`config.mk`:
```
export PLATFORM = sky130hd
export DESIGN_NAME = alu_decode_stage
export DESIGN_NICKNAME = d
export VERILOG_FILES = /design/src/rtl/alu_decode_stage.sv
export SDC_FILE = /design/constraint.sdc
export NUM_CORES = 1
export LEC_CHECK = 0
export CAP_MARGIN = 20
export CELL_PAD_IN_SITES_DETAIL_PLACEMENT = 0
export CELL_PAD_IN_SITES_GLOBAL_PLACEMENT = 1
export CORE_AREA = 5 5 127 93
export DETAILED_ROUTE_END_ITERATION = 16
export DIE_AREA = 0 0 132 98
export HOLD_SLACK_MARGIN = 0.03
export PLACE_DENSITY = 0.8
export SETUP_SLACK_MARGIN = 0.05
export SYNTH_ARGS = -nofsm -noshare
export SYNTH_HDL_FRONTEND = slang
export SYNTH_SLANG_ARGS = --single-unit
export TNS_END_PERCENT = 100
```
`constraint.sdc`:
```
create_clock -name i_clk -period 2.3 [get_ports i_clk]
set_clock_uncertainty 0.1 [all_clocks]
set_input_delay 0.46 -clock i_clk [delete_from_list [all_inputs] [get_ports i_clk]]
set_output_delay 0.46 -clock i_clk [all_outputs]
set_load 0.005 [all_outputs]
```
`src/rtl/alu_decode_stage.sv`:
```
// Decode stage for RV32I OP / OP-IMM words feeding the ALU.
// Decodes on entry and holds results in a 2-entry output/skid buffer with a registered ready.
module alu_decode_stage #(
   parameter int XLEN   = 32,
   parameter int REG_AW = 5
) (
   input  logic              i_clk,
   input  logic              i_rst,
   input  logic              i_flush,
   input  logic              i_valid,
   output logic              o_ready,
   input  logic [31:0]       i_inst,
   output logic              o_valid,
   input  logic              i_ready,
   output logic [2:0]        o_op_sel,
   output logic              o_sub,
   output logic [1:0]        o_bool_op,
   output logic [1:0]        o_cmp,
   output logic              o_shift_right,
   output logic              o_shift_arith,
   output logic              o_use_imm,
   output logic [XLEN-1:0]   o_imm,
   output logic [REG_AW-1:0] o_rs1,
   output logic [REG_AW-1:0] o_rs2,
   output logic [REG_AW-1:0] o_rd,
   output logic              o_illegal
);

   typedef struct packed {
      logic [2:0]        op_sel;
      logic              sub;
      logic [1:0]        bool_op;
      logic [1:0]        cmp;
      logic              shift_right;
      logic              shift_arith;
      logic              use_imm;
      logic [XLEN-1:0]   imm;
      logic [REG_AW-1:0] rs1;
      logic [REG_AW-1:0] rs2;
      logic [REG_AW-1:0] rd;
      logic              illegal;
   } dec_t;

   typedef enum logic [1:0] {
      ST_EMPTY = 2'd0,
      ST_ONE   = 2'd1,
      ST_TWO   = 2'd2
   } state_t;

   function automatic dec_t decode(input logic [31:0] inst);
      dec_t       d;
      logic [6:0] f7;
      logic [2:0] f3;
      logic       imm_form;
      logic       legal;
      d        = '0;
      f7       = inst[31:25];
      f3       = inst[14:12];
      imm_form = 1'b0;
      legal    = 1'b0;
      // Register indices and immediate come from raw bits even for illegal words
      d.imm = {{(XLEN-12){inst[31]}}, inst[31:20]};
      d.rs1 = REG_AW'(inst[19:15]);
      d.rs2 = REG_AW'(inst[24:20]);
      d.rd  = REG_AW'(inst[11:7]);
      case (inst[6:0])
         7'b0110011: begin
            legal = (f7 == 7'b0000000) ||
                    ((f7 == 7'b0100000) && ((f3 == 3'b000) || (f3 == 3'b101)));
         end
         7'b0010011: begin
            imm_form = 1'b1;
            case (f3)
               3'b001:  legal = (f7 == 7'b0000000);
               3'b101:  legal = (f7 == 7'b0000000) || (f7 == 7'b0100000);
               default: legal = 1'b1;
            endcase
         end
         default: legal = 1'b0;
      endcase
      if (legal) begin
         d.use_imm = imm_form;
         case (f3)
            3'b000: begin
               d.op_sel = 3'b001;
               d.sub    = !imm_form && inst[30];
            end
            3'b001: d.op_sel = 3'b010;
            3'b010: begin
               d.op_sel = 3'b001;
               d.sub    = 1'b1;
               d.cmp    = 2'b10;
            end
            3'b011: begin
               d.op_sel = 3'b001;
               d.sub    = 1'b1;
               d.cmp    = 2'b11;
            end
            3'b100: begin
               d.op_sel  = 3'b100;
               d.bool_op = 2'b00;
            end
            3'b101: begin
               d.op_sel      = 3'b010;
               d.shift_right = 1'b1;
               d.shift_arith = inst[30];
            end
            3'b110: begin
               d.op_sel  = 3'b100;
               d.bool_op = 2'b10;
            end
            3'b111: begin
               d.op_sel  = 3'b100;
               d.bool_op = 2'b11;
            end
            default: d.illegal = 1'b1;
         endcase
      end else begin
         d.illegal = 1'b1;
      end
      return d;
   endfunction

   state_t state_r;
   dec_t   out_r;
   dec_t   skid_r;
   dec_t   dec_s;
   logic   valid_r;
   logic   ready_r;
   logic   in_fire_s;
   logic   out_fire_s;

   // Decode the incoming word and qualify both handshakes
   always_comb begin
      dec_s      = decode(i_inst);
      in_fire_s  = i_valid && ready_r;
      out_fire_s = valid_r && i_ready;
   end

   // Buffer occupancy FSM with registered valid/ready and payload registers
   always_ff @(posedge i_clk) begin
      if (i_rst) begin
         state_r <= ST_EMPTY;
         valid_r <= 1'b0;
         ready_r <= 1'b1;
         out_r   <= '0;
         skid_r  <= '0;
      end else if (i_flush) begin
         state_r <= ST_EMPTY;
         valid_r <= 1'b0;
         ready_r <= 1'b1;
      end else begin
         case (state_r)
            ST_EMPTY: begin
               if (in_fire_s) begin
                  out_r   <= dec_s;
                  valid_r <= 1'b1;
                  state_r <= ST_ONE;
               end
            end
            ST_ONE: begin
               case ({in_fire_s, out_fire_s})
                  2'b10: begin
                     skid_r  <= dec_s;
                     ready_r <= 1'b0;
                     state_r <= ST_TWO;
                  end
                  2'b01: begin
                     valid_r <= 1'b0;
                     state_r <= ST_EMPTY;
                  end
                  2'b11: out_r <= dec_s;
                  default: out_r <= out_r;
               endcase
            end
            ST_TWO: begin
               // Older entry leaves first; the skid entry moves up in order
               if (out_fire_s) begin
                  out_r   <= skid_r;
                  ready_r <= 1'b1;
                  state_r <= ST_ONE;
               end
            end
            default: begin
               state_r <= ST_EMPTY;
               valid_r <= 1'b0;
               ready_r <= 1'b1;
            end
         endcase
      end
   end

   assign o_valid       = valid_r;
   assign o_ready       = ready_r;
   assign o_op_sel      = out_r.op_sel;
   assign o_sub         = out_r.sub;
   assign o_bool_op     = out_r.bool_op;
   assign o_cmp         = out_r.cmp;
   assign o_shift_right = out_r.shift_right;
   assign o_shift_arith = out_r.shift_arith;
   assign o_use_imm     = out_r.use_imm;
   assign o_imm         = out_r.imm;
   assign o_rs1         = out_r.rs1;
   assign o_rs2         = out_r.rs2;
   assign o_rd          = out_r.rd;
   assign o_illegal     = out_r.illegal;

endmodule

```
==> flow_summary.toml, run 1 <==
[outcome]
status = "complete, no violations"

[critical_path]
cp.arrival_ps = 2280
worstSetupPathType = "input port to flop"
startpoint = "i_inst[26]"
cpPeakStageDelay_ps = 460
crit_required_ps = 2440
r2r_start = "state_r[1]$_SDFFE_PP0P_"
cp-start-kind = "input port"
r2r_cells = 6
r2r-end = "o_imm[0]$_SDFFE_PP0P_"
rrSetupSlack_ps = 310
endpoint_kind = "flop"
crit_end = "o_sub$_SDFFE_PP0P_"
path_max_fanout = 4
slowest_stage = "clkdlybuf4s50_1"
path_cells = "clkdlybuf4s50_1 -> nor4_4 -> nand3_2 -> a211oi_4 -> buf_4 -> o21bai_4 -> o41ai_2"

[pwr]
p_leak_nw = 1.81
switching_share_pct = 23.8
p_per_area_nw_per_um2 = 667
internal-power_mw = 2.52
ir_worst_vdd_uv = 425
p_sw_mw = 0.788
clockPowerShare_pct = 45.1
power_mw = 3.31
power.share.sequential_pct = 40.2
comb_power_share_pct = 14.7

[min_path]
hold_class = "flop to flop"

[synthesis]
synth_area_sq_um = 3440
syn_avg_cell_area_sq_um = 8.09
yosysWarnings = 0
async_flop_share_pct = 0
synth-edff-count = 0
synth_flop_cell = "dfxtp_1"
synthCells = 425
syn_nets = 462
synth_seq_cells = 72
synth_top_cell_by_area = "dfxtp_1"
synth.distinct_cells = 49
ys_seq_area_share_pct = 41.9
synth_top_area_share_pct = 41.9
ys_top_cells_by_area = "dfxtp_1, nand2_1, a311oi_1"

[layout]
layout.nets = 560
drive_gt1_share_pct = 15.7
postLayoutCellArea_sq_um = 4960
area_growth_pct = 44.3
fin_cells = 664
n_antenna_cell = 0
multi_input_area_sq_um = 1670
seq_area_sq_um = 1440
fillers = 982

[clock_tree]
clock-sinks = 72
clkTransAtPathRegs_ps = 60
cts_tree = "built"
cts_root_buf = "clkbuf_16"
cts_buffers = 9
clk_path_buf_depth = 2
cts-htree-levels = 3
insertion_delay_ps = 330

[detailed_routing]
avgRoutedWirePerCell_microns = 15.7
drcViolationCount = 0
routed_wl_microns = 10500
drt_iter0_markers = 228
via_count = 3361
first_pass_iters = 7
ant_nets = 0
viasPerCell = 5.06

[job]
max_cap_violations = 0

[placed_design]
dp.cells = 648
gp_congestion = 0.882
post-place-ws_ps = -231
port_buffers = 97
place_area_sq_um = 4630
hpwl_microns = 7450

[sta]
period_share_pct = 93.2
fin_crit_ps = 2140
setup_viol = 0
rsz0062_at_grt = "no"
final-max-slew-violation-count = 0
clock.fmax_mhz = 467
worst_slew_margin_rel_pct = 70.6
tightest_slew_ps = 440
final-hold-violation-count = 0
layout_setup_ws_ps = 157

[global_routing]
gr-total-overflow = 0
first_global_vias = 3318
grt.total_usage_pct = 16.0
antenna_found_initial = 0
grt_pass1_wl_microns = 16900
grt_max_degree = 35

[die]
core_area_sq_um = 10600
fp.dieH_microns = 98
initial_core_util_pct = 32.4
die_area_sq_um = 12900
die_w_microns = 132
ios = 98
row_count = 32
## Yosys cell counts (2+ instances only)
cell and count:
buf_4 27, a21o_1 2, o211ai_1 4, nand3_1 11, a21oi_1 39, and2_1 3, dfxtp_1 72, a211oi_1 3
nor2_1 37, o21ai_0 9, a31oi_1 3, a311oi_1 25, o22ai_1 2, a41o_1 2, nand2b_1 4, a21boi_0 2
nand2_1 107, clkbuf_1 16, nor3_1 4, o31ai_1 2, buf_2 11, o21ai_1 5, inv_1 4, o41ai_2 6
## power by group through the flow
stage	Sequential, mW	Clock (mW)	Combinational, mW
finish	1.33	1.49	0.486
global route	1.34	1.57	0.525
detailed placement	1.36	0	0.484
CTS	1.33	1.52	0.487
global placement	1.36	0	0.477
floorplan	1.35	0	0.214
## area by class of cell
cell class	count	share of cell area, %
Timing Repair Buffer	143	27.2
Inverter	4	0.303
Sequential cell	72	29.1
Clock inverter	5	1.64
Tap cell	136	3.43
Multi-Input combinational cell	293	33.6
Clock buffer	11	4.69
## worst max-delay path, delay by kind of cell
kind,cells,cell delay (ps)
AO/OA/AOI/OAI,3,710
AND/OR/NAND/NOR,2,480
buffers and inverters,2,630
## sequential cells by signal (all words and copies together) (netlist names)
signal and cells:
o_shift_right 1, o_illegal 1, o_op_sel 3, skid_r 34
state_r 2, o_bool_op 2, o_shift_arith 1, o_sub 1
o_rs1 5, o_rd 5, o_valid 1, o_cmp 2
o_use_imm 1, o_ready 1, o_imm 12
## through the flow
stage	hold slack (ps)	setup TNS [ps]	util, %
2_1_floorplan	321	0	-
3_3_place_gp	342	-6610	43.6
3_5_place_dp	347	-9730	43.6
4_1_cts	355	0	46.6
5_1_grt	376	0	46.8
6_report	353	0	46.8
## what timing repair did
action / in CTS / in global routing
hold buffers: 0 / 0
buffers inserted: 0 / 0
endpoints found under the setup margin: 0 / 29
resized for setup: 0 / 5
## per-layer routing
metal,vias to the layer above,part of all wire [%],global-route usage [%]
li1,1660,-,-
met1,1588,46,20.5
met2,103,47,26.1
met3,10,6.2,4.84
met4,0,0.96,4.43
met5,-,0,0
## kinds of logic after synthesis
| logic type | Yosys count | synth area share (%) |
|---|---|---|
| multiplexers | 1 | 0.291 |
| buffers and inverters | 60 | 10.1 |
| flip-flops | 72 | 41.9 |
| AND/OR/NAND/NOR | 177 | 22.4 |
| XOR/XNOR | 1 | 0.255 |
| AO/OA/AOI/OAI | 114 | 25.1 |
## cell usage in the layout (no fill, tap or decap), drive strengths merged, types with 11 or more instances in the layout
cell / count
clkbuf: 11
buf: 47
a21oi: 39
a311oi: 25
nor2: 39
nand2: 107
clkdlybuf4s50: 95
dfxtp: 72
o21ai: 15
nand3: 11
## how the worst min path moves through the flow
stage	from	cells after the start	end	slack (ps)
3_5_place_dp	skid_r[53]$_SDFFE_PP0P_	2	skid_r[53]$_SDFFE_PP0P_	350
6_report	skid_r[1]$_SDFFE_PP0P_	2	skid_r[1]$_SDFFE_PP0P_	350
4_1_cts	skid_r[53]$_SDFFE_PP0P_	2	skid_r[53]$_SDFFE_PP0P_	360
5_1_grt	skid_r[49]$_SDFFE_PP0P_	2	skid_r[49]$_SDFFE_PP0P_	380
3_3_place_gp	skid_r[23]$_SDFFE_PP0P_	2	skid_r[23]$_SDFFE_PP0P_	340
2_1_floorplan	skid_r[49]$_SDFFE_PP0P_	2	skid_r[49]$_SDFFE_PP0P_	320
No activity file was read; power rests on OpenSTA's default activity.
==> run 2: changes to the inputs <==
CORE_AREA = 10 10 132 98   (was 5 5 127 93)
DIE_AREA = 0 0 142 108   (was 0 0 132 98)
==> flow_summary.toml, run 2 (synthesis results as in run 1) <==
[critical_path]
cpPeakStageDelay_ps = 470
crit_required_ps = 2440
worstSetupPathType = "input port to flop"
rrSetupSlack_ps = 340
path_cells = "clkdlybuf4s50_1 -> nor4_4 -> nand3_1 -> a211oi_4 -> buf_4 -> o211ai_1 -> a311oi_1"
path_max_fanout = 9
startpoint = "i_inst[25]"
r2r-end = "skid_r[55]$_SDFFE_PP0P_"
r2r_cells = 4
cp-start-kind = "input port"
slowest_stage = "clkdlybuf4s50_1"
endpoint_kind = "flop"
r2r_start = "state_r[0]$_SDFFE_PP0P_"
cp.arrival_ps = 2260

[die]
core_area_sq_um = 10600
die_w_microns = 142
row_count = 32
fp.dieH_microns = 108
ios = 98
initial_core_util_pct = 32.5
die_area_sq_um = 15300

[min_path]
hold_class = "input port to flop"
hold_path_startpoint = "i_rst"
whs_endpoint = "state_r[1]$_SDFFE_PP0P_"
hold_depth = 2

[sta]
final-max-slew-violation-count = 0
clock.fmax_mhz = 473
layout_setup_ws_ps = 185
rsz0062_at_grt = "yes"
period_share_pct = 92.0
worst_slew_margin_rel_pct = 70.1
final-hold-violation-count = 0
fin_crit_ps = 2120
setup_viol = 0
tightest_slew_ps = 448

[placed_design]
post-place-ws_ps = -225
dp.cells = 638
port_buffers = 97
gp_congestion = 0.832
hpwl_microns = 7530

[global_routing]
grt_pass1_wl_microns = 16800
grt.total_usage_pct = 13.6
grt_max_degree = 65
antenna_found_initial = 0
gr-total-overflow = 0
first_global_vias = 3201

[layout]
layout.nets = 550
top_register = "skid_r"
fillers = 1022
n_antenna_cell = 0
mostFrequentLayoutCells = "nand2_1, clkdlybuf4s50_1, dfxtp_1, a21oi_1, nor2_1"
largest_reg_flops = 34
drive_gt1_share_pct = 14.3
fin_cells = 654
layout_commonest_cell = "nand2_1"
area_growth_pct = 43.2

[pwr]
p_sw_mw = 0.801
internal-power_mw = 2.52
comb_power_share_pct = 14.4
power.share.sequential_pct = 40.1
ir_worst_vdd_uv = 343
switching_share_pct = 24.1
power_mw = 3.32
p_leak_nw = 1.77
clockPowerShare_pct = 45.5
p_per_area_nw_per_um2 = 674

[clock_tree]
cts_tree = "built"
cts-htree-levels = 3
cts_buffers = 9
insertion_delay_ps = 340
clock-sinks = 72
clk_path_buf_depth = 2
cts_root_buf = "clkbuf_16"
cts_setup_buffers = 0
clkTransAtPathRegs_ps = 60

[detailed_routing]
drt_iter0_markers = 190
routed_wl_microns = 10500
drcViolationCount = 0
via_count = 3274
viasPerCell = 5.01
first_pass_iters = 4
ant_nets = 0
avgRoutedWirePerCell_microns = 16.0

[job]
max_cap_violations = 0

[outcome]
status = "complete, no violations"
[run 2: cell count changes in the layout (fill, tap and decap cells not counted), sizes merged]
cell,delta
clkbuf,-2
dlymetal6s2s,-1
inv,+1
clkdlybuf4s50,+1
buf,-10
clkinv,+1
[run 2: worst max-delay path, delay by kind of cell]
family	cells	cell delay (ps)
buffers and inverters	2	680
AOI/OAI and AO/OA	3	600
and+or+nand+nor	2	520
[run 2: final cells by class]
type                       instances  area (sq um)  share of cell area, %
clock buffer                       9           225                   4.57
clock inverter                     7          95.1                   1.93
inverter                           4          15.0                  0.305
multi-input combinational        293          1670                   33.8
sequential                        72          1440                   29.3
tap                              136           170                   3.45
timing repair buffer             133          1310                   26.6
[run 2: how the worst max path moves through the flow]
stage,to
final,o_bool_op[1]$_SDFFE_PP0P_
after global routing,o_cmp[1]$_SDFFE_PP0P_
after CTS,o_imm[25]
after detailed placement,o_cmp[1]$_SDFFE_PP0P_
after global placement,o_sub$_SDFFE_PP0P_
after floorplan,o_sub$_SDFFE_PP0P_
[run 2: metal layers]
layer	global-route usage, %	vias to the layer above	wire length (microns)
li1	-	1643	-
met1	17.7	1530	4840
met2	20.6	90	4700
met3	4.86	11	822
met4	3.93	0	117
met5	0	-	0
[run 2: repair_timing]
action / in CTS / in global routing
gates resized for setup: 0 / 3
hold buffers: 0 / 0
setup endpoints to repair: 0 / 25
[run 2: through the flow]
| stage | instance area, sq um | TNS (ps) | hold WS [ps] | util (%) |
|---|---|---|---|---|
| 3_5_place_dp | 4590 | -7020 | 342 | 43.4 |
| 3_3_place_gp | 4590 | -5440 | 341 | 43.4 |
| 4_1_cts | 4910 | 0 | 280 | 46.5 |
| 5_1_grt | 4930 | 0 | 296 | 46.6 |
| 6_report | 4930 | 0 | 288 | 46.6 |
| 2_1_floorplan | 3440 | 0 | 321 | - |
[run 2: power groups by stage]
| stage | clock network, mW | logic (mW) | registers (mW) |
|---|---|---|---|
| final | 1.51 | 0.478 | 1.33 |
| after global placement | 0 | 0.476 | 1.36 |
| after detailed placement | 0 | 0.480 | 1.36 |
| after floorplan | 0 | 0.214 | 1.35 |
| after CTS | 1.53 | 0.483 | 1.33 |
| after global routing | 1.59 | 0.524 | 1.34 |
==> run 3: changes to the inputs <==
PLACE_DENSITY = unset   (was 0.8)
PLACE_DENSITY_LB_ADDON = 0.08   (was unset)
==> flow_summary.toml, run 3 (synthesis results as in run 1) <==
[detailed_routing]
first_pass_iters = 4
viasPerCell = 5.00
drcViolationCount = 0
routed_wl_microns = 10600
drt_iter0_markers = 229
via_count = 3303
avgRoutedWirePerCell_microns = 16.1
ant_nets = 0

[placed_design]
post-place-ws_ps = -279
gp_congestion = 0.825
port_buffers = 97
hpwl_microns = 7590
dp.cells = 644

[critical_path]
endpoint_kind = "flop"
path_max_fanout = 8
slowest_stage = "clkdlybuf4s50_1"
cp-start-kind = "input port"
cp_num_buf_inv = 2
cpPeakStageDelay_ps = 460
cp.arrival_ps = 2250
r2r_cells = 6
path_cells = "clkdlybuf4s50_1 -> nor4_4 -> nand3_1 -> a211oi_4 -> buf_12 -> o21bai_4 -> o41ai_2"
crit_required_ps = 2440
r2r_start = "state_r[0]$_SDFFE_PP0P_"
cp.depth = 7
cp_top_family = "buffers and inverters"
startpoint = "i_inst[26]"
worstSetupPathType = "input port to flop"

[layout]
layout.nets = 556
mostFrequentLayoutCells = "nand2_1, clkdlybuf4s50_1, dfxtp_1, a21oi_1, nor2_1"
area_growth_pct = 44.2
n_antenna_cell = 0
largest_reg_flops = 34
fillers = 1053
layout_commonest_cell = "nand2_1"
drive_gt1_share_pct = 14.7
fin_cells = 660
top_register = "skid_r"

[min_path]
hold_class = "flop to flop"
hold_depth = 2
hold_path_startpoint = "skid_r[49]$_SDFFE_PP0P_"

[die]
ios = 98
die_w_microns = 142
core_area_sq_um = 10600
die_area_sq_um = 15300
row_count = 32
initial_core_util_pct = 32.5
fp.dieH_microns = 108

[sta]
tightest_slew_ps = 489
setup_viol = 0
layout_setup_ws_ps = 190
finalSetupTns_ps = 0
rsz0062_at_grt = "no"
final-hold-violation-count = 0
period_share_pct = 91.7
fin_crit_ps = 2110
final-max-slew-violation-count = 0
worst_slew_margin_rel_pct = 67.4
clock.fmax_mhz = 474

[pwr]
switching_share_pct = 23.5
clockPowerShare_pct = 43.7
p_sw_mw = 0.757
p_per_area_nw_per_um2 = 650
p_leak_nw = 1.81
ir_worst_vdd_uv = 381
comb_power_share_pct = 15.0
power.share.sequential_pct = 41.3
internal-power_mw = 2.47

[job]
max_cap_violations = 0

[global_routing]
antenna_found_initial = 0
grt_max_degree = 41
gr-total-overflow = 0
grt_pass1_wl_microns = 17200
first_global_vias = 3244
grt.total_usage_pct = 13.9

[clock_tree]
ctsHoldBuffers = 0
cts_buffers = 9
cts_root_buf = "clkbuf_16"
cts_setup_buffers = 0
cts_resized = 0
clock-sinks = 72
clk_path_buf_depth = 2
cts-htree-levels = 3
cts_tree = "built"
clkTransAtPathRegs_ps = 60
insertion_delay_ps = 340

[outcome]
status = "complete, no violations"
run 3: layout make-up:
| type | instances | area (sq um) | area share, % |
|---|---|---|---|
| Multi-Input combinational cell | 293 | 1660 | 33.5 |
| Sequential cell | 72 | 1440 | 29.1 |
| Clock inverter | 3 | 40.0 | 0.807 |
| Inverter | 4 | 15.0 | 0.303 |
| Clock buffer | 13 | 260 | 5.25 |
| Tap cell | 136 | 170 | 3.43 |
| Timing Repair Buffer | 139 | 1370 | 27.6 |
run 3: worst paths after layout:
kind	endpoint	slack, ps
max reg2reg	skid_r[51]$_SDFFE_PP0P_	320
min reg2reg	skid_r[49]$_SDFFE_PP0P_	340
min	skid_r[49]$_SDFFE_PP0P_	340
max	o_sub$_SDFFE_PP0P_	190
run 3: per-layer routing:
layer	up-vias	GRT usage, %	part of all wire [%]
li1	1653	-	-
met1	1541	17.9	47
met2	100	21.6	44
met3	9	5.26	8.4
met4	0	3.20	0.66
met5	-	0	0
run 3: stage by stage:
stage	hold WS, ps	total power [mW]	utilization (%)	cell area (sq um)
after floorplan	321	1.57	-	3440
after global placement	338	1.85	44.0	4650
after detailed placement	339	1.85	44.0	4650
after CTS	347	3.27	46.8	4950
after global routing	369	3.37	46.9	4960
final	344	3.22	46.9	4960
run 3: power groups by stage:
stage	Clock [mW]	Combinational [mW]	Sequential (mW)
6_report	1.41	0.484	1.33
4_1_cts	1.45	0.489	1.33
3_5_place_dp	0	0.487	1.36
5_1_grt	1.50	0.528	1.34
3_3_place_gp	0	0.489	1.36
2_1_floorplan	0	0.214	1.35
run 3: worst min-delay path: stages (launching register included):
cell and delay, ps:
dfxtp_1 300, nand2_1 40, o21ai_1 50
